$ cat config.mk
export PLATFORM = sky130hd
export DESIGN_NAME = detect_scheduler
export DESIGN_NICKNAME = d
export VERILOG_FILES = /design/src/rtl/detect_pkg.sv /design/src/rtl/detect_step.sv /design/src/rtl/detect_scheduler.sv
export SDC_FILE = /design/constraint.sdc
export NUM_CORES = 1
export LEC_CHECK = 0
export CAP_MARGIN = 20
export CORE_MARGIN = 5
export CORE_UTILIZATION = 49
export CTS_BUF_LIST = sky130_fd_sc_hd__clkbuf_8 sky130_fd_sc_hd__clkbuf_16
export DETAILED_ROUTE_END_ITERATION = 6
export GPL_ROUTABILITY_DRIVEN = 0
export PLACE_DENSITY_LB_ADDON = 0.1
export SETUP_SLACK_MARGIN = 0.5
export SLEW_MARGIN = 20
export SYNTH_ARGS = -nofsm -noshare
export SYNTH_HDL_FRONTEND = slang
export SYNTH_SLANG_ARGS = --single-unit
$ cat constraint.sdc
create_clock -name clk -period 2.8 [get_ports clk]
set_input_delay 0.56 -clock clk [delete_from_list [all_inputs] [get_ports clk]]
set_output_delay 0.56 -clock clk [all_outputs]
set_load 0.03 [all_outputs]
$ cat src/rtl/detect_pkg.sv
// Shared definitions for the time-multiplexed "01" sequence detector.
//   STATE_W       : width of one stored per-channel detector state
//   det_state_e   : detector state encoding
//   recover_state : maps any stored encoding onto a legal state
package detect_pkg;

    localparam int STATE_W = 2;

    typedef enum logic [STATE_W-1:0] {
        S_IDLE = 2'b00,
        S_ZERO = 2'b01
    } det_state_e;

    // Only S_ZERO is kept as-is; every other encoding, including the
    // unused ones, collapses to S_IDLE so a corrupted slot heals itself.
    function automatic det_state_e recover_state(input logic [STATE_W-1:0] s);
        return (s == S_ZERO) ? S_ZERO : S_IDLE;
    endfunction

endpackage

$ cat src/rtl/detect_step.sv
// One combinational step of the overlapping "01" detector.
//   state_i      : current stored state of the channel being served
//   bit_i        : serial data bit accepted this cycle
//   next_state_o : state to write back to that channel
//   match_o      : high when this bit completes a "01"
module detect_step
    import detect_pkg::*;
(
    input  logic [STATE_W-1:0] state_i,
    input  logic               bit_i,
    output logic [STATE_W-1:0] next_state_o,
    output logic               match_o
);

    always_comb begin
        next_state_o = S_IDLE;
        match_o      = 1'b0;
        case (recover_state(state_i))
            S_ZERO: begin
                if (bit_i) begin
                    next_state_o = S_IDLE;
                    match_o      = 1'b1;
                end else begin
                    next_state_o = S_ZERO;
                end
            end
            default: next_state_o = bit_i ? S_IDLE : S_ZERO;
        endcase
    end

endmodule

$ cat src/rtl/detect_scheduler.sv
// Round-robin scheduler sharing one detect_step across NCH serial channels.
//   clk, rst           : clock, asynchronous active-low reset
//   enable             : 0 blocks every grant
//   req_valid/req_bit  : per-channel bit handshake and data
//   req_ready          : one-hot (or zero) combinational grant
//   chan_clr           : per-channel detector clear, applied at next edge
//   count_clr          : clears match_count, wins over a coincident match
//   match_valid/ch     : registered match pulse and its channel tag
//   match_count        : saturating number of matches seen
module detect_scheduler
    import detect_pkg::*;
#(
    parameter int NCH   = 4,
    parameter int CHW   = $clog2(NCH),
    parameter int CNT_W = 16
) (
    input  logic             clk,
    input  logic             rst,
    input  logic             enable,
    input  logic [NCH-1:0]   req_valid,
    input  logic [NCH-1:0]   req_bit,
    output logic [NCH-1:0]   req_ready,
    input  logic [NCH-1:0]   chan_clr,
    input  logic             count_clr,
    output logic             match_valid,
    output logic [CHW-1:0]   match_ch,
    output logic [CNT_W-1:0] match_count
);

    localparam logic [CHW:0]   NCH_X = (CHW+1)'(NCH);
    localparam logic [CHW-1:0] LAST  = CHW'(NCH-1);

    logic [NCH-1:0][STATE_W-1:0] state_q;
    logic [CHW-1:0]              rr_ptr_q;
    logic                        match_valid_q;
    logic [CHW-1:0]              match_ch_q;
    logic [CNT_W-1:0]            match_count_q;

    logic [CHW:0]         cand;
    logic                 gnt_found;
    logic [CHW-1:0]       gnt_idx;
    logic                 xfer;
    logic [NCH-1:0]       gnt_oh;
    logic [STATE_W-1:0]   step_next;
    logic                 step_match;
    logic                 match_d;

    // Scan from rr_ptr upward with wrap; first requester wins.
    always_comb begin
        gnt_found = 1'b0;
        gnt_idx   = '0;
        cand      = '0;
        for (int off = 0; off < NCH; off++) begin
            cand = {1'b0, rr_ptr_q} + (CHW+1)'(off);
            if (cand >= NCH_X) cand = cand - NCH_X;
            if (!gnt_found && req_valid[cand[CHW-1:0]]) begin
                gnt_found = 1'b1;
                gnt_idx   = cand[CHW-1:0];
            end
        end
    end

    // rst gates the grant so no handshake can complete while in reset.
    assign xfer      = rst & enable & gnt_found;
    assign gnt_oh    = xfer ? (NCH'(1) << gnt_idx) : '0;
    assign req_ready = gnt_oh;

    detect_step u_step (
        .state_i      (state_q[gnt_idx]),
        .bit_i        (req_bit[gnt_idx]),
        .next_state_o (step_next),
        .match_o      (step_match)
    );

    // A clear on the granted channel still consumes the bit but drops the match.
    assign match_d = xfer & step_match & ~chan_clr[gnt_idx];

    for (genvar i = 0; i < NCH; i++) begin : g_chan
        always_ff @(posedge clk or negedge rst) begin
            if (!rst)             state_q[i] <= S_IDLE;
            else if (chan_clr[i]) state_q[i] <= S_IDLE;
            else if (gnt_oh[i])   state_q[i] <= step_next;
        end
    end

    always_ff @(posedge clk or negedge rst) begin
        if (!rst) begin
            rr_ptr_q      <= '0;
            match_valid_q <= 1'b0;
            match_ch_q    <= '0;
            match_count_q <= '0;
        end else begin
            if (xfer) rr_ptr_q <= (gnt_idx == LAST) ? '0 : gnt_idx + CHW'(1);
            match_valid_q <= match_d;
            if (match_d) match_ch_q <= gnt_idx;
            if (count_clr)
                match_count_q <= '0;
            else if (match_d && match_count_q != '1)
                match_count_q <= match_count_q + CNT_W'(1);
        end
    end

    assign match_valid = match_valid_q;
    assign match_ch    = match_ch_q;
    assign match_count = match_count_q;

endmodule

==> results of run 1 <==
[state kept, by name, indices dropped and copies added (netlist names)]
signal / cells
match_count: 16
match_valid: 1
state_q: 4
match_ch: 2
rr_ptr_q: 2
[layer usage]
metal,vias up,track usage [%],share of wire (%)
li1,804,-,-
met1,786,27.5,42
met2,53,41.1,52
met3,8,3.49,4.6
met4,0,5.06,1.7
met5,-,0,0
[power by group through the flow]
stage               Combinational (µW)  Clock (µW)  Sequential, µW
finish                             721         228             424
global route                       776         245             428
CTS                                667         233             422
detailed placement                 490           0             440
global placement                   476           0             435
floorplan                          271           0             436
[worst min-delay path, cell delays in order (launching register included)]
cell and delay [ns]:
dfrtp_1 0.37, nand2_1 0.05, o21ai_0 0.06
[cell families (layout without fill, tap and decap cells)]
| kind of cell | after synthesis | after routing | share of synthesized area (%) |
|---|---|---|---|
| and+or+nand+nor | 77 | 77 | 27.4 |
| AOI/OAI and AO/OA | 55 | 55 | 22.1 |
| DFF | 25 | 25 | 39.0 |
| buffers and inverters | 11 | 83 | 3.74 |
| muxes | 6 | 6 | 3.97 |
| adders and majority gates | 5 | 5 | 3.90 |
[worst min path at each step]
| stage | cells past startpoint | from | endpoint | slack [ns] |
|---|---|---|---|---|
| 6_report | 2 | match_ch[0] | match_ch[0] | 0.51 |
| 5_1_grt | 2 | match_ch[0] | match_ch[0] | 0.56 |
| 4_1_cts | 2 | match_ch[0] | match_ch[0] | 0.51 |
| 3_5_place_dp | 2 | match_ch[0] | match_ch[0] | 0.49 |
| 3_3_place_gp | 2 | match_ch[0] | match_ch[0] | 0.47 |
| 2_1_floorplan | 0 | rst | match_ch[0] | 0.26 |
[cell usage after synthesis, types with 2 or more instances]
| library cell | number |
|---|---|
| nand2_1 | 10 |
| dfrtp_1 | 25 |
| o21ai_0 | 21 |
| clkbuf_1 | 3 |
| and3_1 | 7 |
| nand4_1 | 9 |
| or3_1 | 14 |
| ha_1 | 5 |
| a21oi_1 | 17 |
| nor2b_1 | 9 |
| nor2_1 | 9 |
| buf_6 | 2 |
| nand2b_1 | 5 |
| mux2_2 | 3 |
| a211oi_1 | 4 |
| inv_1 | 4 |
| nand3_1 | 5 |
| mux2i_1 | 3 |
| and2_1 | 5 |
[stage by stage]
step / hold WS, ns / area [µm²]
floorplan: 0.264 / 1620
global placement: 0.473 / 2200
detailed placement: 0.491 / 2200
CTS: 0.513 / 2420
global route: 0.561 / 2490
finish: 0.512 / 2490
[layout make-up]
type / count / area share [%]
Multi-Input combinational cell: 143 / 42.6
Tap cell: 44 / 2.21
Clock buffer: 3 / 1.65
Sequential cell: 25 / 25.2
Clock inverter: 1 / 0.301
Inverter: 4 / 0.802
Timing Repair Buffer: 75 / 27.3
[cells in the final DEF (no fill, tap or decap), types with 2 or more instances in the layout]
master,count
a211oi_1,4
a21oi_1,15
a21oi_4,2
and2_4,4
and3_1,7
buf_4,32
buf_6,10
clkbuf_8,3
clkdlybuf4s50_1,30
dfrtp_1,23
dfrtp_2,2
ha_1,2
ha_4,2
inv_2,2
mux2_2,3
mux2i_1,3
nand2_1,10
nand2b_1,3
nand2b_4,2
nand3_1,3
nand3_2,2
nand4_1,9
nor2_1,7
nor2_4,2
nor2b_1,5
nor2b_4,3
o21ai_0,21
or3_1,14
[what timing repair did]
item                                    4_1_cts  5_1_grt
buffers inserted                              8        2
gates resized for setup                      52       12
pin swaps                                     8        5
endpoints found under the setup margin       27       20
==> reports/results.tsv, run 1 <==
stage	metric	value	unit
global_routing	grt_pass1_vias	1738	
detailed_routing	detail-route-antenna-nets	0	
critical_path	worstSetupEndpoint	req_ready[2]	
critical_path	required	2.24	ns
floorplanning	num_io_pins	39	
synthesis	synthCells	179	
final_layout	fill_cells	213	
critical_path	r2r-start	rr_ptr_q[1]	
floorplanning	dieArea	0.00452	mm²
timing	tightest_slew	0.656	ns
detailed_routing	drc	0	
global_routing	overflow	0	
power_and_ir_drop	p_per_area	550	mW/mm²
critical_path	crit_slowest_cell	nor3_4	
placed_design	dp.cells	281	
floorplanning	fp-row-count	20	
critical_path	worst_r2r_path_depth	9	
clock_network	clock_latency	0.27	ns
job	max_cap_violations	0	
critical_path	worstSetupPathType	in2out	
synthesis	synthDistinctLibCells	38	
clock_network	root_buffer	clkbuf_8	
clock_network	hold_buffers	0	
detailed_routing	dr.first_iter.drc_count	176	
power_and_ir_drop	seqPwrFrac	30.9	%
timing	layout_setup_ws	0.396	ns
critical_path	start_kind	input pin	
critical_path	crit_buf_inv	4	
synthesis	seq_area_frac_synth	39.0	%
placed_design	numPortBuffers	38	
synthesis	synth-seq-cells	25	
critical_path	critPathMaxStageDelay	0.22	ns
clock_network	tritoncts	built	
synthesis	yosys_warnings	0	
power_and_ir_drop	combPwrFrac	52.5	%
timing	finalCritPeriodShare	85.8	%
detailed_routing	wire_per_inst	16.0	µm
final_layout	final_core_util	80.4	%
critical_path	critPathLaunch	req_valid[0]	
final_layout	layout.nets	273	
power_and_ir_drop	p_total	1370	µW
global_routing	grt_first_pass_wirelength	7960	µm
clock_network	cts_buffer_depth	2	
global_routing	antenna_found_initial	0	
placed_design	dp_hpwl	3130	µm
clock_network	cts_made_buffers	3	
detailed_routing	firstDrtPassIters	4	
power_and_ir_drop	p_leak	0.00104	µW
timing	hold_viol	0	
power_and_ir_drop	ir_drop	0.000445	V
power_and_ir_drop	netSwitchingPower	513	µW
worst_hold_path	hold_path_class	reg2reg	
final_layout	area_growth	55.4	%
run_status	status	completed	
synthesis	syn_nets	200	
critical_path	crit_arrival	1.84	ns
final_layout	multi_input_area	0.00106	mm²
floorplanning	start_util	51.7	%
critical_path	path_depth	9	
synthesis	ys.flop_type	dfrtp_1	
clock_network	h-tree-depth	1	
timing	max_freq	416	MHz
timing	timing.slew.headroom	56.2	%
final_layout	n_antenna_cell	0	
final_layout	seq_area	628	µm²
timing	finalSetupViolCount	0	
clock_network	cts_sinks	25	
critical_path	crit_path_cell_trace	buf_8 -> nor2b_4 -> o21a_1 -> nor3_4 -> buf_6 -> inv_6 -> ha_4 -> and2_4 -> buf_6	
synthesis	synth_top_area_cell	dfrtp_1	
floorplanning	coreArea	0.00310	mm²
power_and_ir_drop	intPower	859	µW
timing	rsz0062_at_grt	true	
synthesis	async_flop_share	100	%
power_and_ir_drop	p_sw_share	37.4	%
critical_path	endpoint_kind	primary output	
floorplanning	die_h	67.2	µm
critical_path	regToRegSetupSlack	0.49	ns
power_and_ir_drop	pwr-share-clk	16.6	%
synthesis	syn_avg_cell_area	8.97	µm²
timing	fin_skew	0.00130	ns
synthesis	netlist_top_cells_area	dfrtp_1, o21ai_0, or3_1, a21oi_1, ha_1	
critical_path	r2r-end	match_count[0]	
final_layout	fin_cells	295	
final_layout	drive_gt1_share	33.1	%
timing	setup_tns	0	ns
critical_path	critical_path.top_delay_family	simple AND/OR/NAND/NOR gates	
timing	layout_min_cycle_time	2.40	ns
critical_path	cpMostUsedCell	buf_6	
timing	slew_violations	0	
critical_path	crit_fanout	5	
global_routing	track_usage	22.5	%
synthesis	synth_top_area_share	39.0	%
placed_design	pre_cts_ws	-0.222	ns
synthesis	synth_edf_count	0	
clock_network	path_clk_slew	0.10	ns
detailed_routing	drt_wl_total	4730	µm
floorplanning	die_w	67.2	µm
detailed_routing	vias_per_cell	5.60	
synthesis	syn_area	0.00161	mm²
detailed_routing	vias	1651	
global_routing	grt_max_degree	26	
(Power assumes the default switching activity.)
==> run 2: changes to the inputs <==
Settings changed: CAP_MARGIN 20 to unset, CORE_MARGIN 5 to 2.
==> run 2 against run 1 <==
Effect of this change: first-iteration DRC count is 31% higher; worst hold slack worse by 0.0067 ns; non-clock buffer count is 7 higher; worst setup slack worse by 0.16 ns; count of clock-buffer cells in the layout stayed put; die area is 17% lower; sequential power is 2% higher; maximum frequency is 6.3% lower; combinational power is 11% higher.
==> reports/results.tsv, run 2 (same netlist as run 1, synthesis figures left out) <==
stage	metric	value	unit	change
run_status	status	completed		
final_layout	drive_gt1_share	43.4	%	+10 points
detailed_routing	detail-route-antenna-nets	0		unchanged
timing	rsz0062_at_grt	true		
global_routing	grt_max_degree	26		unchanged
clock_network	clock_latency	0.29	ns	+0.02 ns
floorplanning	num_io_pins	39		unchanged
detailed_routing	wire_per_inst	20.4	µm	+27%
final_layout	n_antenna_cell	0		unchanged
final_layout	layout.nets	280		+2.6%
critical_path	endpoint_kind	flop		
final_layout	area_growth	67.8	%	
final_layout	final_cell_mix	buf_4, clkdlybuf4s50_1, dfrtp_1		
detailed_routing	routed.top_layer	met4		
clock_network	tritoncts	built		
floorplanning	fp-row-count	20		unchanged
detailed_routing	wl_met2	3160	µm	+29%
worst_hold_path	hold_path_class	reg2reg		
job	max_cap_violations	0		unchanged
global_routing	antenna_found_initial	0		unchanged
global_routing	grt_pass1_vias	1763		+1.4%
detailed_routing	vias	1895		+15%
placed_design	dp_hpwl	3110	µm	-0.75%
critical_path	crit_arrival	2.78	ns	+0.94 ns
detailed_routing	vias_per_cell	6.27		+12%
clock_network	cts_made_buffers	3		unchanged
final_layout	final_common_cell	buf_4		
placed_design	numPortBuffers	38		unchanged
clock_network	cts_sinks	25		unchanged
timing	timing.slew.headroom	64.7	%	+8.5 points
detailed_routing	met1Wirelength	2400	µm	+21%
global_routing	grt_first_pass_wirelength	8450	µm	+6.2%
detailed_routing	drc	0		unchanged
critical_path	required	3.01	ns	+0.77 ns
critical_path	crit_path_cell_trace	nand2_4 -> a211oi_4 -> o21ai_2 -> a2111oi_4 -> o221ai_4 -> buf_6 -> or3_4 -> a21oi_2		
detailed_routing	route.met3.wl	436	µm	+100%
detailed_routing	dr.first_iter.drc_count	231		+31%
clock_network	hold_buffers	0		unchanged
critical_path	crit_fanout	8		+3
critical_path	crit_slowest_cell	dfrtp_2		
timing	finalCritPeriodShare	91.6	%	+5.8 points
floorplanning	dieArea	0.00375	mm²	-17%
timing	setup_tns	0	ns	unchanged
floorplanning	die_w	61.2	µm	-8.9%
critical_path	worstSetupPathType	reg2reg		
floorplanning	die_h	61.2	µm	-8.9%
detailed_routing	drt_wl_total	6160	µm	+30%
power_and_ir_drop	p_leak	0.00111	µW	+6.1%
floorplanning	start_util	52.2	%	+0.42 points
timing	fin_skew	0.00427	ns	+0.00297 ns
power_and_ir_drop	p_per_area	550	mW/mm²	about the same
timing	slew_violations	0		unchanged
clock_network	cts_buffer_depth	2		unchanged
global_routing	track_usage	30.5	%	+8.1 points
timing	max_freq	390	MHz	-6.3%
timing	layout_min_cycle_time	2.57	ns	+0.162 ns
critical_path	start_kind	flop		
timing	hold_viol	0		unchanged
critical_path	critPathMaxStageDelay	0.46	ns	+0.24 ns
clock_network	h-tree-depth	1		unchanged
timing	tightest_slew	0.528	ns	-0.128 ns
power_and_ir_drop	p_total	1480	µW	+8.0%
timing	finalSetupViolCount	0		unchanged
timing	holdWs	0.506	ns	-0.00672 ns
floorplanning	coreArea	0.00308	mm²	-0.81%
clock_network	path_clk_slew	0.11	ns	about the same
clock_network	root_buffer	clkbuf_8		
detailed_routing	firstDrtPassIters	6		+2
final_layout	largest_reg_flops	16		unchanged
power_and_ir_drop	ir_drop	0.000350	V	-21%
global_routing	overflow	0		unchanged
-- run 2: changes by cell type in the layout (fill, tap and decap cells not counted), sizes merged --
| cell | delta |
|---|---|
| buf | +7 |
-- run 2: worst max-delay path, delay by kind of cell (launching register included) --
| kind | cells | cell delay (ns) |
|---|---|---|
| buffers and inverters | 1 | 0.20 |
| AND/OR/NAND/NOR | 2 | 0.44 |
| AO/OA/AOI/OAI | 5 | 1.39 |
| flip-flops | 1 | 0.46 |
-- run 2: final timing paths --
check / start / depth (start not counted) / to / slack (ns)
min reg2reg: match_ch[0] / 2 / match_ch[0] / 0.51
min: match_ch[0] / 2 / match_ch[0] / 0.51
min in group asynchronous: rst / 2 / rr_ptr_q[0] / 0.72
max in group asynchronous: rst / 2 / rr_ptr_q[1] / 1.79
max reg2reg: rr_ptr_q[1] / 8 / match_count[12] / 0.23
max: rr_ptr_q[1] / 8 / match_count[12] / 0.23
-- run 2: where the power goes --
group          switching [µW]  internal (µW)  total, µW
Combinational             404            399        803
Clock                     144            102        245
Sequential               39.0            395        434
Total                     587            895       1480
-- run 2: cell type report --
cell class	instances	area, µm²
multi-input cells	143	1170
repair buffers	82	767
flip-flops and latches	25	628
fillers	158	384
well taps	44	55.1
clock buffers	3	41.3
inverters	4	22.5
clock inverters	1	7.51
-- run 2: timing repair --
item | in CTS | in global routing
endpoints found under the setup margin | 27 | 25
pin swaps | 14 | 26
gates resized for setup | 63 | 35
setup buffers | 15 | 4
cloned | 3 | 0
-- run 2: metal layers --
metal	vias up	track usage [%]
met5	-	0
met3	21	5.25
met4	0	10.6
met2	120	53.2
li1	814	-
met1	940	37.9
-- run 2: through the flow --
step	utilization [%]	std cells	area [µm²]	worst slack (ns)
3_5_place_dp	70.7	276	2170	-0.281
4_1_cts	81.5	298	2510	0.336
3_3_place_gp	70.7	276	2170	-0.148
5_1_grt	87.5	302	2690	0.161
6_report	87.5	302	2690	0.234
2_1_floorplan	-	179	1620	0.478
